$ cat src/rtl/retire_trace_fifo.sv
// -----------------------------------------------------------------------------
// retire_trace_fifo
//
// Retirement monitor for the pipelined CPU. Every retiring instruction
// (branch/nop, register write, memory write, halt) gets a sequential
// instruction number and is queued in a FIFO. A consumer such as a testbench or
// a debug UART drains the queue over a valid/ready port. The block also keeps a
// free-running cycle counter, reports halt completion and runs a cycle watchdog.
//
// Optional feature macro: RETIRE_CYCLE_STAMP_EN
//   defined   - each entry also stores the cycle counter value at its push edge,
//               and out_cycle_o shows that stamp for the head entry.
//   undefined - no cycle field is stored and out_cycle_o is tied to 0.
//
// Ports
//   clk            clock
//   rst            asynchronous reset, active high
//   ret_valid_i    one instruction retires this cycle
//   ret_kind_i     0 = branch/nop, 1 = reg write, 2 = mem write, 3 = halt
//   ret_pc_i       pc of the retiring instruction
//   ret_reg_i      destination register (kind 1)
//   ret_data_i     write data (kind 1) or store data (kind 2)
//   ret_addr_i     memory address (kind 2, or kind 1 for a load)
//   out_valid_o    head entry valid
//   out_ready_i    consumer accepts the head entry
//   out_inum_o     instruction number of the head entry
//   out_kind_o, out_pc_o, out_reg_o, out_data_o, out_addr_o
//                  stored fields of the head entry
//   out_cycle_o    cycle stamp of the head entry (0 when stamping is disabled)
//   overflow_o     sticky: at least one entry was dropped
//   halted_o       sticky: halt accepted and the FIFO has drained
//   timeout_o      sticky: cycle counter reached MAX_CYCLES before halting
// -----------------------------------------------------------------------------
module retire_trace_fifo #(
    parameter int DATA_W     = 16,
    parameter int REG_W      = 4,
    parameter int DEPTH      = 16,
    parameter int CNT_W      = 32,
    parameter int MAX_CYCLES = 100000
) (
    input  logic              clk,
    input  logic              rst,
    input  logic              ret_valid_i,
    input  logic [1:0]        ret_kind_i,
    input  logic [DATA_W-1:0] ret_pc_i,
    input  logic [REG_W-1:0]  ret_reg_i,
    input  logic [DATA_W-1:0] ret_data_i,
    input  logic [DATA_W-1:0] ret_addr_i,
    output logic              out_valid_o,
    input  logic              out_ready_i,
    output logic [CNT_W-1:0]  out_inum_o,
    output logic [1:0]        out_kind_o,
    output logic [DATA_W-1:0] out_pc_o,
    output logic [REG_W-1:0]  out_reg_o,
    output logic [DATA_W-1:0] out_data_o,
    output logic [DATA_W-1:0] out_addr_o,
    output logic [CNT_W-1:0]  out_cycle_o,
    output logic              overflow_o,
    output logic              halted_o,
    output logic              timeout_o
);

    localparam int AW = $clog2(DEPTH);
    localparam logic [1:0] KIND_HALT = 2'd3;
    localparam logic [CNT_W-1:0] MAX_CNT = CNT_W'(MAX_CYCLES);

    // One stored FIFO entry. The cycle stamp only exists when the feature is
    // enabled so the memory stays as narrow as possible otherwise.
    typedef struct packed {
`ifdef RETIRE_CYCLE_STAMP_EN
        logic [CNT_W-1:0]  cycle;
`endif
        logic [CNT_W-1:0]  inum;
        logic [1:0]        kind;
        logic [DATA_W-1:0] pc;
        logic [REG_W-1:0]  rd;
        logic [DATA_W-1:0] data;
        logic [DATA_W-1:0] addr;
    } entry_t;

    // -------------------------------------------------------------------------
    // State
    // -------------------------------------------------------------------------
    entry_t           mem_q [DEPTH];
    logic [AW:0]      wr_ptr_q,    wr_ptr_d;
    logic [AW:0]      rd_ptr_q,    rd_ptr_d;
    logic [CNT_W-1:0] inum_cnt_q,  inum_cnt_d;
    logic [CNT_W-1:0] cycle_cnt_q, cycle_cnt_d;
    logic             halt_seen_q, halt_seen_d;
    logic             overflow_q,  overflow_d;
    logic             halted_q,    halted_d;
    logic             timeout_q,   timeout_d;

    // -------------------------------------------------------------------------
    // FIFO status and handshake decode
    // -------------------------------------------------------------------------
    logic   fifo_empty;
    logic   fifo_full;
    logic   accept;
    logic   pop;
    logic   push;
    logic   drop;
    entry_t wr_entry;
    entry_t head_entry;

    // Extra pointer MSB distinguishes full from empty when the index bits match.
    assign fifo_empty = (wr_ptr_q == rd_ptr_q);
    assign fifo_full  = (wr_ptr_q[AW] != rd_ptr_q[AW]) &&
                        (wr_ptr_q[AW-1:0] == rd_ptr_q[AW-1:0]);

    assign pop    = !fifo_empty && out_ready_i;
    assign accept = ret_valid_i && !halt_seen_q;
    // A pop in the same cycle frees the head slot, so a full FIFO can still push.
    assign push   = accept && (!fifo_full || pop);
    assign drop   = accept && fifo_full && !pop;

    always_comb begin
        wr_entry      = '0;
`ifdef RETIRE_CYCLE_STAMP_EN
        wr_entry.cycle = cycle_cnt_q;
`endif
        wr_entry.inum = inum_cnt_q;
        wr_entry.kind = ret_kind_i;
        wr_entry.pc   = ret_pc_i;
        wr_entry.rd   = ret_reg_i;
        wr_entry.data = ret_data_i;
        wr_entry.addr = ret_addr_i;
    end

    // -------------------------------------------------------------------------
    // Next-state logic
    // -------------------------------------------------------------------------
    always_comb begin
        wr_ptr_d    = wr_ptr_q;
        rd_ptr_d    = rd_ptr_q;
        inum_cnt_d  = inum_cnt_q;
        cycle_cnt_d = cycle_cnt_q;
        halt_seen_d = halt_seen_q;
        overflow_d  = overflow_q;
        halted_d    = halted_q;
        timeout_d   = timeout_q;

        if (push) begin
            wr_ptr_d = wr_ptr_q + 1'b1;
        end
        if (pop) begin
            rd_ptr_d = rd_ptr_q + 1'b1;
        end

        // Dropped entries still consume a number so the consumer sees a gap.
        if (accept) begin
            inum_cnt_d = inum_cnt_q + 1'b1;
            // A halt counts as seen even when its entry is dropped.
            if (ret_kind_i == KIND_HALT) begin
                halt_seen_d = 1'b1;
            end
        end

        if (drop) begin
            overflow_d = 1'b1;
        end

        if (cycle_cnt_q != {CNT_W{1'b1}}) begin
            cycle_cnt_d = cycle_cnt_q + 1'b1;
        end

        // Built from current-state values, so halted rises one edge after the
        // pop that emptied the FIFO.
        if (halt_seen_q && fifo_empty) begin
            halted_d = 1'b1;
        end

        // Compared against the counter's next value so the flag rises on the
        // same edge on which the counter reaches the limit.
        if ((cycle_cnt_d == MAX_CNT) && !halted_q) begin
            timeout_d = 1'b1;
        end
    end

    // -------------------------------------------------------------------------
    // Control registers
    // -------------------------------------------------------------------------
    always_ff @(posedge clk or posedge rst) begin
        if (rst) begin
            wr_ptr_q    <= '0;
            rd_ptr_q    <= '0;
            inum_cnt_q  <= '0;
            cycle_cnt_q <= '0;
            halt_seen_q <= 1'b0;
            overflow_q  <= 1'b0;
            halted_q    <= 1'b0;
            timeout_q   <= 1'b0;
        end else begin
            wr_ptr_q    <= wr_ptr_d;
            rd_ptr_q    <= rd_ptr_d;
            inum_cnt_q  <= inum_cnt_d;
            cycle_cnt_q <= cycle_cnt_d;
            halt_seen_q <= halt_seen_d;
            overflow_q  <= overflow_d;
            halted_q    <= halted_d;
            timeout_q   <= timeout_d;
        end
    end

    // -------------------------------------------------------------------------
    // Entry storage. No reset, so it maps onto RAM; the contents of unused
    // slots never reach the outputs because of the empty gating below.
    // -------------------------------------------------------------------------
    always_ff @(posedge clk) begin
        if (push) begin
            mem_q[wr_ptr_q[AW-1:0]] <= wr_entry;
        end
    end

    // The head is read directly so a pushed entry is visible in the cycle right
    // after its push edge. It only changes when the read pointer moves, which
    // keeps out_* stable while the consumer stalls.
    assign head_entry = mem_q[rd_ptr_q[AW-1:0]];

    // -------------------------------------------------------------------------
    // Outputs: fields read as zero while the FIFO is empty.
    // -------------------------------------------------------------------------
    always_comb begin
        out_valid_o = !fifo_empty;
        out_inum_o  = '0;
        out_kind_o  = '0;
        out_pc_o    = '0;
        out_reg_o   = '0;
        out_data_o  = '0;
        out_addr_o  = '0;
        out_cycle_o = '0;
        if (!fifo_empty) begin
            out_inum_o = head_entry.inum;
            out_kind_o = head_entry.kind;
            out_pc_o   = head_entry.pc;
            out_reg_o  = head_entry.rd;
            out_data_o = head_entry.data;
            out_addr_o = head_entry.addr;
`ifdef RETIRE_CYCLE_STAMP_EN
            out_cycle_o = head_entry.cycle;
`endif
        end
    end

    assign overflow_o = overflow_q;
    assign halted_o   = halted_q;
    assign timeout_o  = timeout_q;

endmodule

$ cat config.mk
export PLATFORM = sky130hd
export DESIGN_NAME = retire_trace_fifo
export DESIGN_NICKNAME = d
export VERILOG_FILES = /design/src/rtl/retire_trace_fifo.sv
export SDC_FILE = /design/constraint.sdc
export NUM_CORES = 1
export LEC_CHECK = 0
export ABC_AREA = 1
export CAP_MARGIN = 20
export CORE_MARGIN = 2
export CORE_UTILIZATION = 51
export CTS_CLUSTER_DIAMETER = 200
export DETAILED_ROUTE_END_ITERATION = 6
export GPL_TIMING_DRIVEN = 0
export PLACE_DENSITY_LB_ADDON = 0.08
export SKIP_CTS_REPAIR_TIMING = 1
export SYNTH_ARGS = -nofsm -noshare
export SYNTH_HDL_FRONTEND = slang
export SYNTH_SLANG_ARGS = --single-unit
$ cat constraint.sdc
create_clock -name clk -period 12.28 [get_ports clk]
set_clock_uncertainty 0.2 [all_clocks]
set_input_delay 1.842 -clock clk [delete_from_list [all_inputs] [get_ports clk]]
set_output_delay 1.842 -clock clk [all_outputs]
set_load 0.02 [all_outputs]
# After elaboration in Yosys (flattened, before gate mapping)
# Memories as Yosys holds them, arrays and structs flattened.
# Cells that the tools add are included.
[word_totals]
ff_bits = 78
ramBits = 1376
input_bits = 58
output_inout_bits = 122
elab_cells = 43
n_memories = 1
[mem_list]
columns = ["name", "depth", "width", "rd", "rd_ports_with_merged_regs", "wr", "line", "rtl"]
rows = [
  ["mem_q", 16, 86, 1, 0, 1, "84", "entry_t mem_q [DEPTH];"],
]
[op_classes]
n_addsub = 4
n_eq_ne = 6
mux = 9
n_reduce_logical = 15
[op_table]
columns = ["op", "n"]
rows = [
  ["32-bit by 1-bit adder with 32-bit output, second input constant", 2],
  ["32-bit 2-to-1 mux", 2],
  ["16-bit 2-to-1 mux", 3],
  ["32-bit by 17-bit equality test with 1-bit output, second input constant", 1],
  ["32-bit inequality test, second input constant", 1],
  ["5-bit by 1-bit adder with 5-bit output, second input constant", 2],
  ["1-bit logical AND", 8],
  ["5-bit equality test", 1],
  ["1-bit zero test", 5],
  ["4-bit equality test", 1],
  ["4-bit 2-to-1 mux", 1],
  ["2-bit equality test, second input constant", 1],
  ["1-bit 2-to-1 mux", 2],
  ["2-bit 2-to-1 mux", 1],
  ["2-bit AND reduction", 1],
  ["1-bit logical OR", 1],
  ["1-bit inequality test", 1],
]

# Logic depth before layout (Yosys ltp)
# Gate-level depths: netlist (run 1).
[depth]
ltp_word = 7
depth_mapped = 14
mapped_depth_nobuf = 14

# Worst setup path after synthesis (run 1)
# No wires, ideal clock.
[synth_path]
path_type = "in2reg"
startpoint = "input port ret_valid_i"
endpoint = "memory mem_q[11][0] in the netlist's numbering (enable)"
setup_time_ns = 0.636
arrival_ns = 8.059
required_time_ns = 11.444
setup_slack_ns = 3.385
stages = 4
n_path_buf = 0
path_cell_list = "inv_1 > nor2_1 > nand2_1 > nor3_1"
[synth_via]
elab_chain_cells = 4
[synth_rtl]
columns = ["element", "line", "rtl"]
rows = [
  ["start, declared", "43", "input logic ret_valid_i,"],
  ["1-bit logical AND", "112", "assign accept = ret_valid_i && !halt_seen_q;"],
  ["1-bit logical AND", "114", "assign push = accept && (!fifo_full || pop);"],
  ["1-bit 2-to-1 mux", "210", "if (push) begin"],
  ["1-bit 2-to-1 mux (implied by the code)", "211", "mem_q[wr_ptr_q[AW-1:0]] <= wr_entry;"],
  ["end, declared", "84", ""],
]
# Every way passes these cells.

# Worst setup path after layout (run 1)
[layout_path]
startpoint = "register rd_ptr_q[1]"
endpoint = "output port out_inum_o[30]"
[layout_via]
elab_chain_cells = 2
word_cells_on_any_way = 3
cone_classes = "eq/ne (1); mux (1); memory (1)"
[layout_rtl]
columns = ["element", "line", "rtl"]
rows = [
  ["start, declared", "86", "logic [AW:0] rd_ptr_q, rd_ptr_d;"],
  ["start signal, assigned", "195", "rd_ptr_q <= rd_ptr_d;"],
  ["memory read 16 x 86 bit / 5-bit equality test (equally long branches)", "n/a", ""],
  ["32-bit 2-to-1 mux (*)", "232", "if (!fifo_empty) begin"],
  ["end, declared", "51", "output logic [CNT_W-1:0] out_inum_o,"],
]
# Mark *: on every way between the ends. The rest lies on a longest branch, timed or not.

==> flow_summary.ini, run 1 <==
[cts]
cts-htree-levels = 4
cts_root_buf = clkbuf_16
cts_made_buffers = 150
cts_sinks = 1454
clkTransAtPathRegs_ps = 60
cts_tree = built
clk_latency_ps = 760
cts.path.max_buffers = 3

[global_routing]
grt_max_degree = 56
antenna_found_initial = 8
grt-ovfl-total = 0
grt_pass1_wl_um = 239000
grt_pass1_vias = 36000
grt_use_total_pct = 28.0

[sta]
min_period_ps = 6480
final_hold_viol_count = 0
timing.hold.ws_ps = 259
slew_viol_final = 0
rsz0062_at_grt = no
fin_crit_sh_pct = 52.8
setup_slack_ps = 5800
worstMarginPinSlew_ps = 1200
setup_violations = 0
slew_headroom_pct = 19.7
fmax_mhz = 154

[floorplanning]
rows = 123
start_util_pct = 51.4
ios = 180
die_x_um = 341
die_height_um = 341
dieArea_um2 = 116000
core-area_um2 = 112000

[critical_path]
reg2regPathDepth = 7
reg2reg_from = halt_seen_q
start_kind = flop
worstSetupEndpoint = out_inum_o[30]
critPathKind = reg2out
arrival_ps = 4440
timing.rr.end = mem_q[4][17]
endpoint_kind = output port
startpoint = rd_ptr_q[1]
ff2ff_setup_slack_ps = 8600
cp.required_ps = 10240
cp_max_fo = 10

[yosys]
synth-edff-count = 1376
synthCells = 4206
yosysWarnings = 0
synth-simple-area-share_pct = 9.37
synthesis.area_um2 = 57900
synth-compound-area-share_pct = 9.76
synthFlopType = edfxtp_1
synth-seq-cells = 1454
yosys.area.top_type = edfxtp_1
avgSynthCellArea_um2 = 13.8
synth.area.top_cells = edfxtp_1, nor2_1, dfrtp_1, o32ai_1, o21ai_0
synth_seq_area_share_pct = 74.8
synth.distinct_cells = 40
synthArstFlopShare_pct = 5.36
synthAdderAreaFrac_pct = 0.151
synth_top_area_share_pct = 71.4
synthMuxAreaShare_pct = 2.23
synth_xor_area_share_pct = 0.772
synth_top_family_by_area = compound AO/OA/AOI/OAI gates

[detailed_routing]
viasPerCell = 5.95
ant_nets = 0
drc_errors = 0
wirelength_um = 163000
wire_per_inst_um = 26.2
via_count = 37100
drt_iter0_markers = 4008
first_pass_iters = 6

[place]
globalplace.congestion = 0.840
port_buffers = 147
dp_hpwl_um = 108000
dpl.cell_count = 5957
place_ws_ps = 6580
placedInstanceArea_um2 = 62800

[min_path]
hold_class = reg2reg

[power]
p_switching_w = 0.00555
p_leak_nw = 23.0
vdd_drop_max_mv = 0.181
p_int_w = 0.00959
p_seq_share_pct = 35.8
power_density_nw_per_um2 = 224
switching_share_pct = 36.7
clkPwrFrac_pct = 28.5
p_comb_share_pct = 35.7

[layout]
n_fill_cell = 8857
drive_gt1_share_pct = 8.99
design_area_um2 = 67500
final_cells = 6230
nets = 4674
areaGrowthSynthToFinish_pct = 16.6

[outcome]
outcome = complete, no violations

[run]
cap_violations = 0
[worst max-delay path, cell delays in order (launching register included)]
cell             delay [ps]
dfrtp_1                 340
buf_2                   170
buf_2                   430
clkbuf_1                700
clkbuf_1                570
o221ai_1                330
o211ai_1                290
a31oi_1                 240
clkdlybuf4s50_1         600
[placed cells by master (no fill, tap or decap), types with 5 or more instances in the layout]
cell,instances
edfxtp_1,1376
nor2_1,858
o21ai_0,349
nand2_1,340
clkbuf_1,223
o32ai_1,215
clkbuf_16,157
clkdlybuf4s50_1,147
mux2i_1,129
o221ai_1,129
a31oi_1,86
nand3_1,84
dfrtp_1,78
buf_2,67
inv_1,66
buf_4,47
o211ai_1,43
buf_12,36
xor2_1,33
conb_1,32
clkinv_1,29
buf_6,20
xnor2_1,18
clkinv_2,16
nand4_1,15
nor2_4,15
buf_16,14
nand3b_1,12
buf_1,12
nor3_1,11
clkbuf_2,7
ha_1,7
diode_2,5
inv_2,5
bufinv_16,5
[stage by stage]
stage          setup TNS, ps  total power, W  util [%]
3_5_place_dp               0          0.0109      55.9
3_3_place_gp         -612460          0.0109      54.5
5_1_grt                    0          0.0157      60.0
4_1_cts                    0          0.0152      60.0
6_report                   0          0.0151      60.0
2_1_floorplan              0         0.00850         -
[logic make-up after synthesis]
| family | Yosys count |
|---|---|
| multiplexers | 129 |
| flip-flops | 1454 |
| adder cells (fa/ha/maj) | 7 |
| other | 1 |
| AND/OR/NAND/NOR | 1356 |
| XOR/XNOR | 51 |
| buffers and inverters | 381 |
| AO/OA/AOI/OAI | 827 |
[synth_stat cells (all sizes together) (2+ instances only)]
library cell	count
a31oi	86
mux2i	129
edfxtp	1376
a21oi	3
nor2	878
o21bai	2
ha	7
buf	127
clkbuf	181
nand2	346
inv	72
o221ai	129
xnor2	18
nand4	15
xor2	33
nor4	2
nand3	86
dfrtp	78
o211ai	43
o21ai	349
o32ai	215
nor3	15
nand3b	12
[per-layer routing]
layer,part of all wire [%],global-route usage [%],vias up
li1,-,-,16600
met1,42,39.6,18700
met2,48,45.3,1485
met3,7.1,4.42,245
met4,2.4,8.12,6
met5,0.021,0,-
[state kept, by name, indices dropped and copies added (netlist names)]
name	flops
overflow_o	1
halt_seen_q	1
cycle_cnt_q	32
rd_ptr_q	5
halted_o	1
inum_cnt_q	32
mem_q	1376
timeout_o	1
wr_ptr_q	5
[worst min path at each step]
stage                      from     endpoint  slack, ps  cells after the start
finish                timeout_o    timeout_o        260                      2
global route          timeout_o    timeout_o        290                      2
CTS                   timeout_o    timeout_o        270                      2
detailed placement    timeout_o    timeout_o        250                      2
global placement      timeout_o    timeout_o        250                      2
floorplan           halt_seen_q  halt_seen_q        250                      2
[power by group through the flow]
stage | sequential (W) | combinational [W] | clock, W
floorplan | 0.00552 | 0.00298 | 0
global placement | 0.00552 | 0.00535 | 0
detailed placement | 0.00552 | 0.00540 | 0
CTS | 0.00542 | 0.00543 | 0.00437
global route | 0.00541 | 0.00576 | 0.00457
finish | 0.00542 | 0.00541 | 0.00432
[layout make-up]
cell class | instances | area (µm²) | area share (%)
flip-flops and latches | 1454 | 43300 | 64.1
multi-input cells | 2402 | 13100 | 19.5
inverters | 73 | 277 | 0.410
clock inverters | 58 | 444 | 0.658
plain buffers | 308 | 1440 | 2.13
clock buffers | 210 | 4170 | 6.18
repair buffers | 220 | 2850 | 4.22
well taps | 1500 | 1880 | 2.78
diodes | 5 | 12.5 | 0.0185
Note: power is estimated with default switching activity, not from simulation.
==> inputs of run 2 (changes only) <==
==> constraint.sdc (replaced) <==
create_clock -name clk -period 5.7 [get_ports clk]
set_clock_uncertainty 0.2 [all_clocks]
set_input_delay 0.855 -clock clk [delete_from_list [all_inputs] [get_ports clk]]
set_output_delay 0.855 -clock clk [all_outputs]
set_load 0.02 [all_outputs]
==> run 2 against run 1 <==
Compared with the run above:
- the flow now finishes with violations (design-rule violations)
- largest cell class unchanged
- largest power group unchanged
- final area barely moved
- core utilization about the same
- wire length is 0.38% lower
- critical path type unchanged
- hold slack about the same
==> flow_summary.ini, run 2 (synthesis gave the netlist of run 1 again) <==
[place]
dp_hpwl_um = 107000
place_ws_ps = 953
globalplace.congestion = 0.813
port_buffers = 147

[outcome]
violations = design-rule violations
outcome = complete, but fails checks

[global_routing]
grt_pass1_wl_um = 236000
grt_max_degree = 45
grtUsageMet3_pct = 4.91
use_met2_pct = 45.1
top_usage_layer = met2
grt_use_total_pct = 27.8
grt_pass1_vias = 35700
grt-ovfl-total = 0
antenna_found_initial = 6
met1_usage_pct = 38.5

[critical_path]
arrival_ps = 4570
crit_slowest_cell = clkbuf_1
critPathKind = reg2out
cp.required_ps = 4640
path_cells = buf_2, buf_2, clkbuf_1, clkbuf_1, o221ai_1, o211ai_1, a31oi_1, clkdlybuf4s50_1
cp_max_fo = 10
endpoint_kind = output port
max_stage_delay_ps = 870
start_kind = flop

[layout]
mostFrequentLayoutCells = edfxtp_1, nor2_1, o21ai_0
fin_util_pct = 60.0
largest_reg_flops = 1376
n_fill_cell = 8860
areaGrowthSynthToFinish_pct = 16.6
nets = 4678
layout_commonest_cell = edfxtp_1
drive_gt1_share_pct = 9.05

[detailed_routing]
wire_per_inst_um = 26.1
wirelength_um = 163000
via_count = 36800
drt_iter0_markers = 4059
first_pass_iters = 7
ant_nets = 0
viasPerCell = 5.90
drc_errors = 6

[power]
power_density_nw_per_um2 = 483
vdd_drop_max_mv = 0.359
p_leak_nw = 23.0

[run]
cap_violations = 0

[floorplanning]
die_x_um = 341
dieArea_um2 = 116000
core-area_um2 = 112000
die_height_um = 341
rows = 123
start_util_pct = 51.4
ios = 180

[cts]
cts.path.max_buffers = 3
cts_tree = built
cts_root_buf = clkbuf_16
clk_latency_ps = 750
cts-htree-levels = 4
cts_sinks = 1454
cts_made_buffers = 151
clkTransAtPathRegs_ps = 60

[min_path]
hold_class = reg2reg

[sta]
fin_crit_sh_pct = 98.7
fmax_mhz = 178
final_hold_viol_count = 0
slew_headroom_pct = 26.0
min_period_ps = 5630
worstMarginPinSlew_ps = 1110
slew_viol_final = 0
final.setup.tns_ps = 0
setup_slack_ps = 75.0
setup_violations = 0
rsz0062_at_grt = no
## run 2: cell types whose count changed in the layout (fill, tap and decap cells not counted), moves of 2 or more
cell,delta
buf_12,+6
buf_16,-3
buf_8,+2
bufinv_16,-2
clkbuf_1,-2
clkbuf_8,+6
clkinv_1,+4
clkinv_2,+4
clkinv_8,-3
diode_2,+2
inv_6,-3
## run 2: worst paths after layout
path | startpoint | endpoint | slack (ps) | depth (start not counted)
max in group asynchronous | rst | wr_ptr_q[1] | 4340 | 3
min | timeout_o | timeout_o | 260 | 2
min reg2reg | timeout_o | timeout_o | 260 | 2
max reg2reg | rd_ptr_q[0] | mem_q[0][19] | 1950 | 11
max | rd_ptr_q[1] | out_inum_o[10] | 70 | 8
min in group asynchronous | rst | cycle_cnt_q[28] | 310 | 2
## run 2: where the power goes
| part | leakage [nW] | switching (W) | internal, W |
|---|---|---|---|
| combinational | 6.80 | 0.00797 | 0.00373 |
| sequential | 14.0 | 0.0000204 | 0.0116 |
| clock | 2.23 | 0.00395 | 0.00526 |
## run 2: stage by stage
stage                     hold slack, ps  instances  cell area [µm²]  total power, W
after floorplan                      250       4237            58000          0.0183
after global placement               253       5884            61400          0.0234
after detailed placement             251       5960            62900          0.0236
after CTS                            267       6230            67400          0.0327
after global routing                 285       6230            67400          0.0338
final                                259       6237            67500          0.0326
## run 2: cell type report
type	count	area, µm²	area share [%]
diodes	7	17.5	0.0260
flip-flops and latches	1454	43300	64.1
repair buffers	223	2900	4.29
plain buffers	308	1440	2.13
inverters	73	277	0.410
multi-input cells	2402	13100	19.5
well taps	1500	1880	2.78
clock buffers	212	4210	6.25
clock inverters	58	344	0.510
## run 2: per-layer routing
layer | vias up | wire length, µm
li1 | 16600 | -
met1 | 18500 | 68200
met2 | 1428 | 78500
met3 | 252 | 11200
met4 | 10 | 4620
met5 | - | 64
## run 2: worst max-delay path, delay by kind of cell (launching register included)
kind,cells,cell delay [ps]
flops,1,350
compound gates,3,880
buf+inv,5,2570
